[config.mk]
export PLATFORM = sky130hd
export DESIGN_NAME = kbd_scancode_regs
export DESIGN_NICKNAME = d
export VERILOG_FILES = /design/src/rtl/kbd_regs_pkg.sv /design/src/rtl/kbd_sync_fifo.sv /design/src/rtl/kbd_scancode_regs.sv
export SDC_FILE = /design/constraint.sdc
export NUM_CORES = 1
export LEC_CHECK = 0
export CORE_MARGIN = 2
export CORE_UTILIZATION = 24
export DETAILED_ROUTE_END_ITERATION = 7
export SYNTH_ARGS = -nofsm -noshare
export SYNTH_HDL_FRONTEND = slang
export SYNTH_SLANG_ARGS = --single-unit
[constraint.sdc]
create_clock -name clk -period 3.68 [get_ports clk]
set_clock_uncertainty 0.1 [all_clocks]
set_input_delay 1.104 -clock clk [delete_from_list [all_inputs] [get_ports clk]]
set_output_delay 1.104 -clock clk [all_outputs]
set_load 0.005 [all_outputs]
[src/rtl/kbd_regs_pkg.sv]
// Shared register-map constants, response codes and read-FSM state type
// for the keyboard scancode register block.
package kbd_regs_pkg;

   localparam logic [1:0] REG_STATUS  = 2'd0;
   localparam logic [1:0] REG_DATA    = 2'd1;
   localparam logic [1:0] REG_CONTROL = 2'd2;
   localparam logic [1:0] REG_ID      = 2'd3;

   localparam int CTRL_FLUSH   = 0;
   localparam int CTRL_CLR_OVF = 1;
   localparam int CTRL_IRQ_EN  = 2;

   localparam int STAT_OVF_BIT    = 16;
   localparam int STAT_IRQ_EN_BIT = 17;
   localparam int DATA_VALID_BIT  = 31;

   localparam logic [1:0] RESP_OKAY   = 2'b00;
   localparam logic [1:0] RESP_SLVERR = 2'b10;

   typedef enum logic {
      RD_IDLE  = 1'b0,
      RD_FETCH = 1'b1
   } rd_state_t;

endpackage

[src/rtl/kbd_sync_fifo.sv]
// Synchronous FIFO with flush; a pop on a full FIFO frees the slot for a
// same-cycle push.
module kbd_sync_fifo #(
   parameter int WIDTH = 8,
   parameter int AW    = 4
) (
   input  logic             clk,
   input  logic             reset,
   input  logic             push,
   input  logic             pop,
   input  logic             flush,
   input  logic [WIDTH-1:0] wdata,
   output logic [WIDTH-1:0] rdata,
   output logic             full,
   output logic             empty,
   output logic [AW:0]      count
);

   logic [WIDTH-1:0] mem [2**AW];
   logic [AW-1:0]    wr_ptr;
   logic [AW-1:0]    rd_ptr;
   logic             do_push;
   logic             do_pop;

   assign full    = (count == (AW+1)'(2**AW));
   assign empty   = (count == '0);
   assign rdata   = mem[rd_ptr];
   assign do_pop  = pop & ~empty;
   assign do_push = push & (~full | do_pop);

   always_ff @(posedge clk) begin
      if (reset) begin
         wr_ptr <= '0;
         rd_ptr <= '0;
         count  <= '0;
      end else if (flush) begin
         wr_ptr <= '0;
         rd_ptr <= '0;
         count  <= '0;
      end else begin
         if (do_push) wr_ptr <= wr_ptr + AW'(1);
         if (do_pop)  rd_ptr <= rd_ptr + AW'(1);
         count <= count + (AW+1)'(do_push) - (AW+1)'(do_pop);
      end
   end

   always_ff @(posedge clk) begin
      if (do_push && !flush) mem[wr_ptr] <= wdata;
   end

endmodule

[src/rtl/kbd_scancode_regs.sv]
// ASHI register handler buffering PS/2 scancodes behind STATUS/DATA/CONTROL/ID.
// Optional KBD_TIMESTAMP_EN tags each buffered byte with a 16-bit tick count.
//
//  state    | meaning
//  ---------+-----------------------------------------------
//  RD_IDLE  | waiting for ASHI_READ, RIDLE high
//  RD_FETCH | index latched; response and DATA pop at exit
module kbd_scancode_regs
   import kbd_regs_pkg::*;
#(
   parameter int          FIFO_AW     = 4,
   parameter logic [31:0] ID_VALUE    = 32'h4B42_0001,
   parameter int          TS_PRESCALE = 100000
) (
   input  logic        clk,
   input  logic        reset,
   input  logic [7:0]  kbd_data,
   input  logic        kbd_valid,
   input  logic [31:0] ASHI_WINDX,
   input  logic [31:0] ASHI_WDATA,
   input  logic        ASHI_WRITE,
   output logic        ASHI_WIDLE,
   output logic [1:0]  ASHI_WRESP,
   input  logic [31:0] ASHI_RINDX,
   input  logic        ASHI_READ,
   output logic        ASHI_RIDLE,
   output logic [31:0] ASHI_RDATA,
   output logic [1:0]  ASHI_RRESP,
   output logic        irq
);

`ifdef KBD_TIMESTAMP_EN
   localparam int FW = 24;
`else
   localparam int FW = 8;
`endif

   rd_state_t      rd_state;
   logic [1:0]     rd_idx_q;
   logic           rd_mapped_q;
   logic           overflow;
   logic           irq_en;
   logic [FW-1:0]  fifo_wdata;
   logic [FW-1:0]  fifo_rdata;
   logic           fifo_full;
   logic           fifo_empty;
   logic [FIFO_AW:0] fifo_count;
   logic           wr_mapped;
   logic           ctrl_wr;
   logic           flush;
   logic           clr_ovf;
   logic           pop;
   logic           ovf_set;
   logic [31:0]    rd_value;
   logic           wdata_unused;

   assign ASHI_WIDLE   = 1'b1;
   assign wdata_unused = ^ASHI_WDATA[31:3];

   assign wr_mapped = (ASHI_WINDX[31:2] == 30'd0);
   assign ctrl_wr   = ASHI_WRITE & wr_mapped & (ASHI_WINDX[1:0] == REG_CONTROL);
   assign flush     = ctrl_wr & ASHI_WDATA[CTRL_FLUSH];
   assign clr_ovf   = ctrl_wr & ASHI_WDATA[CTRL_CLR_OVF];

   assign pop     = (rd_state == RD_FETCH) & rd_mapped_q & (rd_idx_q == REG_DATA);
   // A full FIFO with a same-cycle pop still has room, so only a pop-less push drops.
   assign ovf_set = kbd_valid & fifo_full & ~pop;

`ifdef KBD_TIMESTAMP_EN
   localparam int PSW = (TS_PRESCALE > 1) ? $clog2(TS_PRESCALE) : 1;
   logic [PSW-1:0] ps_cnt;
   logic [15:0]    ts_cnt;

   always_ff @(posedge clk) begin
      if (reset) begin
         ps_cnt <= PSW'(TS_PRESCALE - 1);
         ts_cnt <= '0;
      end else if (ps_cnt == '0) begin
         ps_cnt <= PSW'(TS_PRESCALE - 1);
         ts_cnt <= ts_cnt + 16'd1;
      end else begin
         ps_cnt <= ps_cnt - PSW'(1);
      end
   end

   assign fifo_wdata = {ts_cnt, kbd_data};
`else
   localparam int ts_prescale_unused = TS_PRESCALE;
   assign fifo_wdata = kbd_data;
`endif

   kbd_sync_fifo #(
      .WIDTH (FW),
      .AW    (FIFO_AW)
   ) u_fifo (
      .clk   (clk),
      .reset (reset),
      .push  (kbd_valid),
      .pop   (pop),
      .flush (flush),
      .wdata (fifo_wdata),
      .rdata (fifo_rdata),
      .full  (fifo_full),
      .empty (fifo_empty),
      .count (fifo_count)
   );

   always_comb begin
      rd_value = '0;
      if (rd_mapped_q) begin
         case (rd_idx_q)
            REG_STATUS: begin
               rd_value[FIFO_AW:0]       = fifo_count;
               rd_value[STAT_OVF_BIT]    = overflow;
               rd_value[STAT_IRQ_EN_BIT] = irq_en;
            end
            REG_DATA: begin
               if (!fifo_empty) begin
                  rd_value[DATA_VALID_BIT] = 1'b1;
                  rd_value[FW-1:0]         = fifo_rdata;
               end
            end
            REG_CONTROL: rd_value[CTRL_IRQ_EN] = irq_en;
            default:     rd_value = ID_VALUE;
         endcase
      end
   end

   always_ff @(posedge clk) begin
      if (reset) begin
         rd_state    <= RD_IDLE;
         rd_idx_q    <= '0;
         rd_mapped_q <= 1'b0;
         ASHI_RIDLE  <= 1'b1;
         ASHI_RDATA  <= '0;
         ASHI_RRESP  <= RESP_OKAY;
         ASHI_WRESP  <= RESP_OKAY;
         overflow    <= 1'b0;
         irq_en      <= 1'b0;
         irq         <= 1'b0;
      end else begin
         case (rd_state)
            RD_IDLE: begin
               if (ASHI_READ) begin
                  rd_idx_q    <= ASHI_RINDX[1:0];
                  rd_mapped_q <= (ASHI_RINDX[31:2] == 30'd0);
                  rd_state    <= RD_FETCH;
                  ASHI_RIDLE  <= 1'b0;
               end
            end
            default: begin
               ASHI_RDATA <= rd_value;
               ASHI_RRESP <= rd_mapped_q ? RESP_OKAY : RESP_SLVERR;
               rd_state   <= RD_IDLE;
               ASHI_RIDLE <= 1'b1;
            end
         endcase

         if (ASHI_WRITE) begin
            ASHI_WRESP <= ctrl_wr ? RESP_OKAY : RESP_SLVERR;
            if (ctrl_wr) irq_en <= ASHI_WDATA[CTRL_IRQ_EN];
         end

         if (ovf_set)      overflow <= 1'b1;
         else if (clr_ovf) overflow <= 1'b0;

         irq <= irq_en & ~fifo_empty;
      end
   end

endmodule

==> summary.txt, run 1 <==
Status - finished clean
1st-iter DRT viols - 291
# fillers - 2840
Clock Tree Root - clkbuf_16
Yosys warnings - 0
CP max stage cell - clkdlybuf4s50_1
GP Congestion - 0.736
Met2 Resource Use GR - 17.5%
Die area - 0.0310 mm²
FF-to-FF End - u_fifo.count[4]
Critical path depth in cells - 7
Crit Path Class - in2reg
CTS tree - done
Hold Path Sink - ASHI_RDATA[31]
CTS resizes - 0
Ys async rst share - 0%
Int Pwr - 3.40 mW
First-pass iteration count of the detailed router - 4
Post-route ant nets - 0
Deepest clock path buffer count - 2
RSZ-0062 raised after global routing - false
Worst Min Path Start - ASHI_RDATA[31]
Syn_area_per_cell - 15.6 µm²
# DRC - 0
Die height - 176 µm
Initial antenna violation count - 1
Post-synth EDFFs - 128
Final setup fails - 0
Worst Path Arrival - 2.83 ns
Critical-path cell list - clkdlybuf4s50_1, nor4_1, nand4_1, nor3_2, buf_4, nor2_1, buf_4
HP Class - reg2reg
Chip width - 176 µm
Worst-path fanout max - 17
R2r setup slk - 0.99 ns
Drt total wl - 15800 µm
CP peak stage delay - 0.40 ns
GRT Residual Overflow - 0
# nets final - 694
Clock power frac - 39.7%
Tightest Pin Transition - 0.827 ns
Flop and latch count out of synthesis - 167
# Post-CTS Setup Buffers - 0
Worst rel slew slack - 44.7%
Fin crit period - 2.75 ns
Vias per cell - 4.29
Prevailing post-synth register cell - edfxtp_1
Placement Cell Area - 0.00857 mm²
Share of cells above drive strength 1 - 15.2%
Pwr Density - 476 mW/mm²
CTS HTree Levels - 4
Area occupied by multi-input gates - 0.00223 mm²
Most used cell, CP - buf_4
Required time of the critical path - 3.76 ns
Largest net degree at the start of global routing - 29
Final hold violations - 0
CP delay by family, top - simple AND/OR/NAND/NOR gates
Post-CTS Hold Fix Bufs - 0
CTS Sinks - 167
# rows - 62
Crit path buf inv count - 3
Initial core utilization - 24.6%
Logic gate share of total power - 11.0%
Synthesized area - 0.00710 mm²
Met1 Usage GRT - 13.5%
Register area share after synthesis - 65.1%
Vias after detailed routing - 4138
CP endpoint kind - register
Max VDD drop - 347 µV
Max Cap Viol - 0
Area grow syn2layout - 28.7%
Worst hold slack - 0.344 ns
Sequential share of power - 49.3%
P_leak - 3.00 nW
Core ar. - 0.0289 mm²
GRT busiest layer - met2
Period Utilization, post-route - 74.7%
HPWL Detailed - 10800 µm
Clk_lat worst skew - 0.42 ns
Critical path launch point type - primary input
IO Pins - 148
FF/Latch Area - 0.00462 mm²
Post-Layout Cell Count - 965
Port Buffers - 99
Met3 GRT Util - 3.45%
Post-Syn Instances - 454
P_sw - 960 µW
Switching Fraction - 22.0%
Global Route Usage Sum - 10.6%
R2R depth - 10
Final instance area - 0.00914 mm²
Clock slew at reported path FFs - 0.06 ns
# placed instances - 934
Cts bufs inserted - 17
Slew Limit Fails - 0
Crit Reg-Reg Startpoint - u_fifo.count[2]
Power, Total - 4.36 mW
First-pass GRT wire length - 24400 µm
Setup TNS Final - 0 ns
Vias in the first global route - 4212
Worst hold stages - 2
Wirelength per Cell - 16.4 µm
Count of cell types in the netlist - 50
F_max - 364 MHz
-- Yosys cell counts (3+ instances only) --
library cell / n / area, µm²
nand3_1: 15 / 75.1
clkbuf_1: 11 / 41.3
inv_1: 9 / 33.8
mux2i_1: 19 / 190
nand2_1: 9 / 33.8
nor3b_1: 9 / 67.6
mux4_1: 7 / 184
nand4_1: 6 / 37.5
dfxtp_1: 39 / 781
edfxtp_1: 128 / 3840
a22oi_1: 3 / 22.5
ha_1: 15 / 188
a211o_1: 3 / 26.3
nor3_1: 26 / 130
a21oi_1: 4 / 20.0
mux4_2: 26 / 586
nor2_1: 25 / 93.8
buf_2: 13 / 65.1
nor4_1: 13 / 81.3
nand2b_1: 3 / 18.8
xnor2_1: 9 / 78.8
buf_4: 23 / 173
-- tightest hold or removal path, delay by kind of cell (launching register included) --
family,cells,cell delay [ns]
and+or+nand+nor,2,0.09
DFF,1,0.31
-- registers in the layout, indices dropped and copies added, names as in the netlist, 2 cells and up, named ones only --
signal	count
u_fifo.wr_ptr	4
u_fifo.mem	128
ASHI_RDATA	12
u_fifo.rd_ptr	4
u_fifo.count	5
rd_idx_q	2
-- cell families after synthesis --
group,count (synthesis),share of synthesized area [%]
fa+ha+maj,16,2.92
buf+inv,58,4.61
mux,54,13.8
simple gates,118,9.00
flops,167,65.1
other cells,2,0.106
xor+xnor,10,1.23
compound gates,29,3.21
-- power by group through the flow --
stage / logic, mW / registers (mW) / clock network, mW
after floorplan: 0.293 / 2.17 / 0
after global placement: 0.472 / 2.19 / 0
after detailed placement: 0.476 / 2.19 / 0
after CTS: 0.483 / 2.15 / 1.77
after global routing: 0.538 / 2.16 / 1.84
final: 0.478 / 2.15 / 1.73
-- per-stage QoR --
stage               setup slack (ns)  util [%]
finish                         0.932      31.6
CTS                            0.944      31.6
floorplan                      0.816         -
detailed placement             0.515      29.6
global placement               0.485      29.6
global route                   0.750      31.6
-- final cells by class --
| class | count | share of cell area, % |
|---|---|---|
| Timing Repair Buffer | 128 | 13.2 |
| Inverter | 9 | 0.370 |
| Tap cell | 384 | 5.26 |
| Clock inverter | 11 | 1.45 |
| Sequential cell | 167 | 50.6 |
| Clock buffer | 19 | 4.74 |
| Multi-Input combinational cell | 246 | 24.4 |
| Antenna cell | 1 | 0.0274 |
-- worst max path at each step --
| stage | start | endpoint | slack, ns |
|---|---|---|---|
| after floorplan | ASHI_WINDX[7] | u_fifo.mem[15][0] | 0.82 |
| after global placement | ASHI_WINDX[5] | u_fifo.mem[8][5] | 0.48 |
| after detailed placement | ASHI_WINDX[5] | u_fifo.mem[8][5] | 0.52 |
| after CTS | ASHI_WINDX[5] | u_fifo.mem[8][4] | 0.94 |
| after global routing | u_fifo.count[2] | u_fifo.count[4] | 0.75 |
| final | ASHI_WINDX[5] | u_fifo.mem[8][5] | 0.93 |
-- metal layers --
| layer | up-vias | part of all wire, % |
|---|---|---|
| met1 | 2039 | 43 |
| li1 | 1964 | - |
| met3 | 14 | 7.3 |
| met2 | 121 | 48 |
| met4 | 0 | 1.0 |
| met5 | - | 0 |
-- cells in the final DEF, fill, tap and decap left out, drive strengths merged, types with 2 or more instances in the layout --
master | netlist | routed
a211o | 3 | 3
a21o | 2 | 2
a21oi | 4 | 4
a22o | 2 | 2
a22oi | 3 | 3
a32oi | 2 | 2
buf | 38 | 29
bufinv | 0 | 3
clkbuf | 11 | 19
clkdlybuf4s50 | 0 | 99
clkinv | 0 | 4
clkinvlp | 0 | 3
conb | 2 | 19
dfxtp | 39 | 39
edfxtp | 128 | 128
ha | 15 | 15
inv | 9 | 10
mux2 | 2 | 2
mux2i | 19 | 19
mux4 | 33 | 33
nand2 | 9 | 9
nand2b | 3 | 3
nand3 | 15 | 15
nand4 | 6 | 6
nor2 | 25 | 25
nor2b | 2 | 2
nor3 | 26 | 26
nor3b | 9 | 9
nor4 | 13 | 13
nor4b | 3 | 3
o21ai | 2 | 2
o311ai | 2 | 2
o31ai | 2 | 2
or3b | 2 | 2
xnor2 | 9 | 9
Note: power is estimated with default switching activity, not from simulation.
==> run 2, diff against run 1 <==
==> constraint.sdc (replaced) <==
create_clock -name clk -period 2.75 [get_ports clk]
set_clock_uncertainty 0.1 [all_clocks]
set_input_delay 0.825 -clock clk [delete_from_list [all_inputs] [get_ports clk]]
set_output_delay 0.825 -clock clk [all_outputs]
set_load 0.005 [all_outputs]
==> run 2 against run 1 <==
Compared with the run above: via count up 1.9%; setup slack worse by 0.73 ns; clock power up 34%; core utilization up 0.67 points; die area unchanged; combinational power up 44%; first-iteration DRC count up 6.5%; sequential share of layout area down 1.1 points; critical path type is now reg2reg.
==> summary.txt, run 2 (synthesis gave the netlist of run 1 again) <==
Die area - 0.0310 mm² (unchanged)
Slew Limit Fails - 0 (unchanged)
GP Congestion - 0.704 (-4.3%)
# nets final - 712 (+2.6%)
Vias in the first global route - 4304 (+2.2%)
Period Utilization, post-route - 92.7%
CTS HTree Levels - 4 (unchanged)
Tightest Pin Transition - 0.589 ns (-0.238 ns)
Clock slew at reported path FFs - 0.06 ns (about the same)
CTS resizes - 0 (unchanged)
Clock Tree Root - clkbuf_16
Initial antenna violation count - 1 (unchanged)
Largest net degree at the start of global routing - 29 (unchanged)
Deepest clock path buffer count - 2 (unchanged)
Crit Path Class - reg2reg
CTS tree - done
Biggest register - u_fifo.mem
F_max - 392 MHz
Wirelength per Cell - 16.0 µm (-2.2%)
Fin crit period - 2.55 ns
Area grow syn2layout - 31.4%
Required time of the critical path - 2.95 ns (-0.81 ns)
Clk_lat worst skew - 0.42 ns (about the same)
Post-route ant nets - 0 (unchanged)
CP endpoint kind - register
Initial core utilization - 24.6% (unchanged)
Worst rel slew slack - 60.7% (+16 points)
# DRC - 0 (unchanged)
Max Cap Viol - 0 (unchanged)
First-pass GRT wire length - 24400 µm (-0.14%)
Chip width - 176 µm (unchanged)
HP Class - reg2reg
Post-CTS Hold Fix Bufs - 0 (unchanged)
P_leak - 3.11 nW (+3.6%)
Most frequent cells in the layout - edfxtp_1 (128), clkdlybuf4s50_1 (99), buf_4 (43)
Final hold violations - 0 (unchanged)
# Post-CTS Setup Buffers - 0 (unchanged)
1st-iter DRT viols - 310 (+6.5%)
Largest registers - u_fifo.mem: 128 flops, ASHI_RDATA: 12 flops, u_fifo.count: 5 flops
Worst-path fanout max - 3 (-14)
Pwr Density - 627 mW/mm² (+32%)
First-pass iteration count of the detailed router - 4 (unchanged)
Most common cell after layout, fill and taps aside - edfxtp_1
RSZ-0062 raised after global routing - false
Core ar. - 0.0289 mm² (unchanged)
Die height - 176 µm (unchanged)
Global Route Usage Sum - 10.6% (-0.085 points)
Critical path launch point type - register
Status - finished clean
Drt total wl - 15800 µm (-0.18%)
Post-Layout Cell Count - 985 (+2.1%)
GRT Residual Overflow - 0 (unchanged)
# rows - 62 (unchanged)
Port Buffers - 99 (unchanged)
Post-Route Utilization - 32.3% (+0.67 points)
Cts bufs inserted - 17 (unchanged)
# placed instances - 952 (+1.9%)
HPWL Detailed - 11000 µm (+2.0%)
Worst Path Arrival - 2.75 ns (-0.08 ns)
CTS Sinks - 167 (unchanged)
Max VDD drop - 469 µV (+35%)
Vias per cell - 4.28 (-0.16%)
Vias after detailed routing - 4217 (+1.9%)
Share of cells above drive strength 1 - 18.5% (+3.3 points)
Final setup fails - 0 (unchanged)
IO Pins - 148 (unchanged)
Max reg flops - 128 (unchanged)
run 2: final timing paths:
check | slack (ns) | end | start | depth (start not counted)
setup reg to reg | 0.20 | u_fifo.count[4] | u_fifo.count[2] | 10
hold reg to reg | 0.35 | ASHI_RDATA[31] | ASHI_RDATA[31] | 2
hold / removal | 0.35 | ASHI_RDATA[31] | ASHI_RDATA[31] | 2
setup / recovery | 0.20 | u_fifo.count[4] | u_fifo.count[2] | 10
run 2: layer usage:
layer  vias to the layer above  track usage [%]  wire (µm)
li1                       2007                -          -
met1                      2073             13.4       6980
met5                         -                0          0
met3                         8             2.95       1090
met4                         0             3.51        113
met2                       129             17.4       7590
run 2: where the power goes:
group | internal, mW | switching (mW) | total [mW]
sequential | 2.81 | 0.0527 | 2.86
combinational | 0.360 | 0.326 | 0.686
clock | 1.34 | 0.967 | 2.31
run 2: critical path, cell delays in order (launching register included):
cell and delay, ns:
dfxtp_1 0.34, inv_1 0.09, ha_1 0.16, nor3b_1 0.41, a31oi_2 0.19, ha_1 0.25, fa_1 0.42, a21oi_1 0.15
o21bai_1 0.09, xnor2_1 0.16, nor3_1 0.06
run 2: cell type report:
type | count | area (µm²)
fill | 2797 | 19600
sequential | 167 | 4620
multi-input combinational | 246 | 2230
timing repair buffer | 146 | 1390
tap | 384 | 480
clock buffer | 18 | 429
clock inverter | 14 | 146
inverter | 9 | 33.8
antenna | 1 | 2.50
run 2: metrics by stage:
step	TNS (ns)	total power, mW	hold slack [ns]	setup WS [ns]	instance area (µm²)
floorplan	0	3.29	0.339	0.165	7170
global placement	-15.78	3.60	0.333	-0.149	8760
detailed placement	-13.87	3.61	0.345	-0.135	8760
CTS	0	5.93	0.354	0.177	9340
global route	0	6.09	0.360	0.0131	9340
finish	0	5.86	0.350	0.201	9340
